**config.mk**
```make
export PLATFORM = sky130hd
export DESIGN_NAME = dvi_pixel_stage_flat
export DESIGN_NICKNAME = d
export VERILOG_FILES = /design/src/rtl/dvi_pixel_stage_if.sv /design/src/rtl/dvi_pixel_stage.sv /design/src/flat_wrapper.sv
export SDC_FILE = /design/constraint.sdc
export NUM_CORES = 1
export LEC_CHECK = 0
export ABC_CLOCK_PERIOD_IN_PS = 4500
export BUFFER_PORTS_ARGS = -buffer_cell sky130_fd_sc_hd__buf_2
export CAP_MARGIN = 20
export CORE_ASPECT_RATIO = 2
export CORE_MARGIN = 2
export CORE_UTILIZATION = 50
export DETAILED_ROUTE_END_ITERATION = 12
export PLACE_DENSITY = 0.71
export SYNTH_ARGS = -nofsm -noshare
export SYNTH_HDL_FRONTEND = slang
export SYNTH_SLANG_ARGS = --single-unit
```
**constraint.sdc**
```tcl
create_clock -name clock -period 4.5 [get_ports clock]
set_input_delay 0.9 -clock clock [delete_from_list [all_inputs] [get_ports clock]]
set_output_delay 0.9 -clock clock [all_outputs]
set_load 0.01 [all_outputs]
```
**src/rtl/dvi_pixel_stage_if.sv**
```systemverilog
// Pixel FIFO handshake between the upstream producer and the DVI pixel stage.
// The producer owns data/valid; the stage owns ready.
interface dvi_pixel_stage_if #(
  parameter int PIX_W = 24
);
  logic [PIX_W-1:0] pix_data;
  logic             pix_valid;
  logic             pix_ready;

  modport master (
    output pix_data,
    output pix_valid,
    input  pix_ready
  );

  modport slave (
    input  pix_data,
    input  pix_valid,
    output pix_ready
  );
endinterface

```
**src/rtl/dvi_pixel_stage.sv**
```systemverilog
// Pixel stage behind the DVI sync generator: pops FIFO pixels in active
// cycles, aligns rgb/hs/vs/de over two stages, tracks underflow and frame size.
module dvi_pixel_stage #(
  parameter int               PIX_W      = 24,
  parameter logic [PIX_W-1:0] BORDER_RGB = 24'h000000,
  parameter logic [PIX_W-1:0] UFLOW_RGB  = 24'hFF00FF,
  parameter int               CNT_W      = 16,
  parameter int               FCNT_W     = 20
) (
  input  logic              clock,
  input  logic              rst,
  input  logic              vs_in,
  input  logic              hs_in,
  input  logic              border_in,
  dvi_pixel_stage_if.slave  pix,
  output logic              frame_start,
  output logic [PIX_W-1:0]  rgb_out,
  output logic              hs_out,
  output logic              vs_out,
  output logic              de_out,
  output logic [CNT_W-1:0]  uflow_cnt,
  output logic              uflow_sticky,
  output logic [FCNT_W-1:0] frame_pixels
);

  typedef enum logic [1:0] {
    IDLE,
    ARM,
    RUN
  } state_t;

  typedef enum logic [1:0] {
    SEL_ZERO,
    SEL_BORDER,
    SEL_PIX,
    SEL_UFLOW
  } sel_t;

  state_t            state;
  sel_t              sel_d;
  sel_t              s1_sel;
  logic              vs_q;
  logic              s1_hs;
  logic              s1_vs;
  logic              s1_de;
  logic [PIX_W-1:0]  s1_pix;
  logic [PIX_W-1:0]  rgb_d;
  logic [FCNT_W-1:0] fcnt;
  logic [FCNT_W-1:0] fcnt_inc;
  logic              vs_rise;
  logic              vs_fall;
  logic              act;
  logic              run;
  logic              pop;
  logic              uflow;

  assign vs_rise = vs_in & ~vs_q;
  assign vs_fall = ~vs_in & vs_q;
  assign act     = ~border_in & ~hs_in & ~vs_in;
  assign run     = (state == RUN);

  // ready depends only on state and timing, never on pix_valid
  assign pix.pix_ready = run & act;
  assign pop           = pix.pix_ready & pix.pix_valid;
  assign uflow         = pix.pix_ready & ~pix.pix_valid;

  assign fcnt_inc = (pop && fcnt != '1) ? fcnt + FCNT_W'(1) : fcnt;

  always_comb begin
    sel_d = SEL_BORDER;
    unique case (1'b1)
      state == IDLE: sel_d = SEL_ZERO;
      pop:           sel_d = SEL_PIX;
      uflow:         sel_d = SEL_UFLOW;
      default:       sel_d = SEL_BORDER;
    endcase
  end

  always_comb begin
    rgb_d = '0;
    unique case (s1_sel)
      SEL_BORDER: rgb_d = BORDER_RGB;
      SEL_PIX:    rgb_d = s1_pix;
      SEL_UFLOW:  rgb_d = UFLOW_RGB;
      default:    rgb_d = '0;
    endcase
  end

  always_ff @(posedge clock) begin
    if (rst) begin
      state        <= IDLE;
      vs_q         <= 1'b0;
      frame_start  <= 1'b0;
      s1_sel       <= SEL_ZERO;
      s1_pix       <= '0;
      s1_hs        <= 1'b0;
      s1_vs        <= 1'b0;
      s1_de        <= 1'b0;
      rgb_out      <= '0;
      hs_out       <= 1'b0;
      vs_out       <= 1'b0;
      de_out       <= 1'b0;
      uflow_cnt    <= '0;
      uflow_sticky <= 1'b0;
      fcnt         <= '0;
      frame_pixels <= '0;
    end else begin
      vs_q        <= vs_in;
      frame_start <= vs_rise;

      unique case (state)
        IDLE:    if (vs_rise) state <= ARM;
        ARM:     if (vs_fall) state <= RUN;
        RUN:     if (vs_rise) state <= ARM;
        default: state <= IDLE;
      endcase

      s1_sel  <= sel_d;
      s1_pix  <= pix.pix_data;
      s1_hs   <= hs_in;
      s1_vs   <= vs_in;
      s1_de   <= pix.pix_ready;
      rgb_out <= rgb_d;
      hs_out  <= s1_hs;
      vs_out  <= s1_vs;
      de_out  <= s1_de;

      if (uflow) begin
        uflow_sticky <= 1'b1;
        if (uflow_cnt != '1) uflow_cnt <= uflow_cnt + CNT_W'(1);
      end

      // only a frame that was fully displayed publishes its size
      if (vs_rise) begin
        if (run) frame_pixels <= fcnt_inc;
        fcnt <= '0;
      end else begin
        fcnt <= fcnt_inc;
      end
    end
  end

endmodule

```
**src/flat_wrapper.sv**
```systemverilog
// flat-port wrapper written by rule: the top's interface ports become plain ports
module dvi_pixel_stage_flat 
#(
  parameter int               PIX_W      = 24,
  parameter logic [PIX_W-1:0] BORDER_RGB = 24'h000000,
  parameter logic [PIX_W-1:0] UFLOW_RGB  = 24'hFF00FF,
  parameter int               CNT_W      = 16,
  parameter int               FCNT_W     = 20
)
  (clock, rst, vs_in, hs_in, border_in, frame_start, rgb_out, hs_out, vs_out, de_out, uflow_cnt, uflow_sticky, frame_pixels, pix_pix_data, pix_pix_valid, pix_pix_ready);
  dvi_pixel_stage_if #(.PIX_W(PIX_W)) pix_i ();
  input  logic clock;
  input  logic rst;
  input  logic vs_in;
  input  logic hs_in;
  input  logic border_in;
  output logic frame_start;
  output logic [PIX_W-1:0] rgb_out;
  output logic hs_out;
  output logic vs_out;
  output logic de_out;
  output logic [CNT_W-1:0] uflow_cnt;
  output logic uflow_sticky;
  output logic [FCNT_W-1:0] frame_pixels;
  input wire logic [$bits(pix_i.pix_data)-1:0] pix_pix_data;
  input wire logic [$bits(pix_i.pix_valid)-1:0] pix_pix_valid;
  output wire logic [$bits(pix_i.pix_ready)-1:0] pix_pix_ready;
  assign pix_i.pix_data = pix_pix_data;
  assign pix_i.pix_valid = pix_pix_valid;
  assign pix_pix_ready = pix_i.pix_ready;
  dvi_pixel_stage #(.PIX_W(PIX_W), .BORDER_RGB(BORDER_RGB), .UFLOW_RGB(UFLOW_RGB), .CNT_W(CNT_W), .FCNT_W(FCNT_W)) u_core (.clock(clock), .rst(rst), .vs_in(vs_in), .hs_in(hs_in), .border_in(border_in), .pix(pix_i), .frame_start(frame_start), .rgb_out(rgb_out), .hs_out(hs_out), .vs_out(vs_out), .de_out(de_out), .uflow_cnt(uflow_cnt), .uflow_sticky(uflow_sticky), .frame_pixels(frame_pixels));
endmodule
```
==> results.cfg <==
[clock_network]
cts-resized-gates = 0
clock-sinks = 116
cts_made_buffers = 17
cts_buffer_depth = 2
clk_pin_slew_worst_paths_ns = 0.05
root_buffer = clkbuf_16
tritoncts = built
ctsHoldBuffers = 0
clock_latency_ns = 0.40
post_cts_buffers = 0
htree_levels = 4

[layout]
area_delta_synth_final_pct = 26.8
antennaDiodeCount = 0
fillCellCount = 731
drive_above_1_share = 0.243
final_area_um2 = 5310
register_area_um2 = 2320
final_cells = 653
multi_input_area_um2 = 1760
nets = 574

[global_route]
antenna_found_initial = 0
grt_usage = 0.224
overflow = 0
grt_start_max_net_pins = 53
grt_pass1_wl_um = 15400
grt_pass1_vias = 3430

[pwr]
comb_power_share = 0.024
p_total_mw = 2.39
p_leak_nw = 2.14
swShare = 0.208
peakVddDrop_mv = 0.278
p_sw_uw = 498
power_frac_seq = 0.440
p_clk_frac = 0.536
cellPowerDensity_nw_per_um2 = 451
internal_power_mw = 1.89

[worst_setup_path]
crit_path_start = border_in
cp.required_ns = 4.81
worst_ep_arrival_time_ns = 3.37
cp_max_fo = 6
timing.rr.end = u_core.frame_pixels[17]$_SDFFE_PP0P_
start_kind = primary input
r2r_start = u_core.state[0]$_SDFFE_PP0P_
critPathCaptureType = register
r2r_slack_ns = 1.64
worstSetupPathType = in2reg
cp-endpoint = u_core.frame_pixels[17]$_SDFFE_PP0P_
r2r_cells = 5

[timing]
final.setup.worst_slack_ns = 1.45
relSlewSlack = 0.393
fmax_mhz = 328
tightest_slew_ns = 0.902
fin_skew_ns = 0.00699
setup_viol_count_final = 0
fin_crit_sh = 0.678
drv_slew = 0
finalCriticalPeriod_ns = 3.05
hold_viol_final = 0
rsz0062_at_grt = false
finalSetupTns_ns = 0

[placement]
place_ws_ns = 1.14
dp_hpwl_um = 6810
dp.cells = 621
placed_cell_area_um2 = 4730
gp_congestion = 0.976
portBuffers = 95

[worst_hold_path]
hp-class = reg2reg

[yosys]
synth_async_sr_flop_share = 0
postSynthNetCount = 478
syn_area_um2 = 4190
syn_avg_cell_area_um2 = 9.38
seq_area_frac_synth = 0.555
yosys_warnings = 0
syn_inst = 446
ys_ff_latch = 116
synthFlopType = dfxtp_1
netlist-cell-type-count = 43
synth_edf_count = 0

[drt]
wl_um = 9620
dr.first_iter.drc_count = 140
dr.pass1.iters = 4
wire_per_inst_um = 14.7
drt-vias-per-instance = 5.34
drc_errors = 0
ant_nets = 0
vias = 3485

[floorplanning]
row_count = 47
die_h_um = 133
dieArea_um2 = 9160
die_x_um = 68.7
start_util = 0.512
io_pins = 96
core_region_area_um2 = 8170

[status]
status = finished, final reports clean

[flow_run]
maxCapViolations = 0
[flip-flops by register name, summed over array words and instances (netlist names)]
register and count:
u_core.rgb_out 24, u_core.hs_out 1, u_core.vs_out 1, u_core.frame_start 1, u_core.s1_sel 2, u_core.vs_q 1, u_core.s1_hs 1, u_core.state 2
u_core.s1_de 1, u_core.fcnt 20, u_core.uflow_sticky 1, u_core.frame_pixels 20, u_core.uflow_cnt 16, u_core.s1_pix 24, u_core.de_out 1
[layout make-up]
type                    instances  share of cell area
well taps                      98              0.0231
flip-flops and latches        116               0.438
multi-input cells             303               0.332
inverters                       6             0.00424
clock inverters                13              0.0255
clock buffers                  19              0.0835
repair buffers                 98              0.0938
[critical path: stages]
cell and delay, ns:
buf_2 0.10, nor4b_1 0.73, nand4_1 0.48, a2111oi_0 0.70, xnor2_1 0.18, a211oi_1 0.27
[metrics by stage]
| step | hold WS, ns | util |
|---|---|---|
| finish | 0.423 | 0.649 |
| global route | 0.441 | 0.649 |
| CTS | 0.424 | 0.649 |
| detailed placement | 0.412 | 0.579 |
| global placement | 0.408 | 0.579 |
| floorplan | 0.406 | - |
[routing by layer]
layer | up-vias | track usage | wire (µm)
met3 | 34 | 0.0591 | 405
met4 | 0 | 0.130 | 407
li1 | 1715 | - | -
met5 | - | 0 | 0
met2 | 100 | 0.410 | 5360
met1 | 1636 | 0.208 | 3450
[cells in the mapped netlist, types with 6 or more instances]
cell	instances	share of area
a211oi_1	19	0.034
a21oi_1	13	0.016
and2_1	11	0.016
clkbuf_1	19	0.017
dfxtp_1	116	0.55
inv_1	6	0.0054
nand2_1	23	0.021
nand3_1	9	0.011
nand4_1	10	0.015
nor2_1	90	0.081
nor2b_1	31	0.046
nor3_1	13	0.016
xnor2_1	14	0.029
xor2_1	10	0.021
[how the worst min path moves through the flow]
stage | endpoint | cells after the start | slack (ns) | start
final | u_core.rgb_out[9]$_SDFF_PP0_ | 1 | 0.42 | u_core.s1_pix[9]$_SDFF_PP0_
after global routing | u_core.rgb_out[9]$_SDFF_PP0_ | 1 | 0.44 | u_core.s1_pix[9]$_SDFF_PP0_
after CTS | u_core.rgb_out[9]$_SDFF_PP0_ | 1 | 0.42 | u_core.s1_pix[9]$_SDFF_PP0_
after detailed placement | u_core.rgb_out[9]$_SDFF_PP0_ | 1 | 0.41 | u_core.s1_pix[9]$_SDFF_PP0_
after global placement | u_core.rgb_out[15]$_SDFF_PP0_ | 1 | 0.41 | u_core.s1_pix[15]$_SDFF_PP0_
after floorplan | u_core.rgb_out[10]$_SDFF_PP0_ | 1 | 0.41 | u_core.s1_pix[10]$_SDFF_PP0_
[cells by family (layout without fill, tap and decap cells)]
group                      count (synthesis)  count (layout)  synth area share
adders and majority gates                  2               2           0.00598
buffers and inverters                     27             136            0.0248
xor gates and xnor gates                  24              24            0.0502
AOI/OAI and AO/OA                         55              55            0.0936
DFF                                      116             116             0.555
muxes                                      3               3           0.00718
and+or+nand+nor                          219             219             0.263
[power by group through the flow]
stage                     Sequential, mW  Combinational, mW  Clock, mW
after floorplan                     1.07             0.0362          0
after CTS                           1.05             0.0576       1.30
after global routing                1.05             0.0640       1.35
after global placement              1.07             0.0556          0
final                               1.05             0.0567       1.28
after detailed placement            1.07             0.0569          0
[placed cells by master (no fill, tap or decap), types with 2 or more instances in the layout]
master and instances:
dfxtp_1 116, buf_2 95, nor2_1 90, nor2b_1 31, nand2_1 23, a211oi_1 19, clkbuf_16 17, xnor2_1 14
a21oi_1 13, nor3_1 12, and2_1 11, nand4_1 10, xor2_1 10, nand3_1 9, inv_1 6, nand2b_1 5
nor4_1 5, and3_1 5, and4_1 5, or3_1 5, o2111ai_1 5, clkinvlp_4 5, o21ai_0 4, clkinv_2 4
mux2i_1 3, buf_4 3, a31oi_1 2, nor3_2 2, a2111oi_0 2, ha_1 2, clkinv_4 2, bufinv_16 2
(Power assumes the default switching activity.)
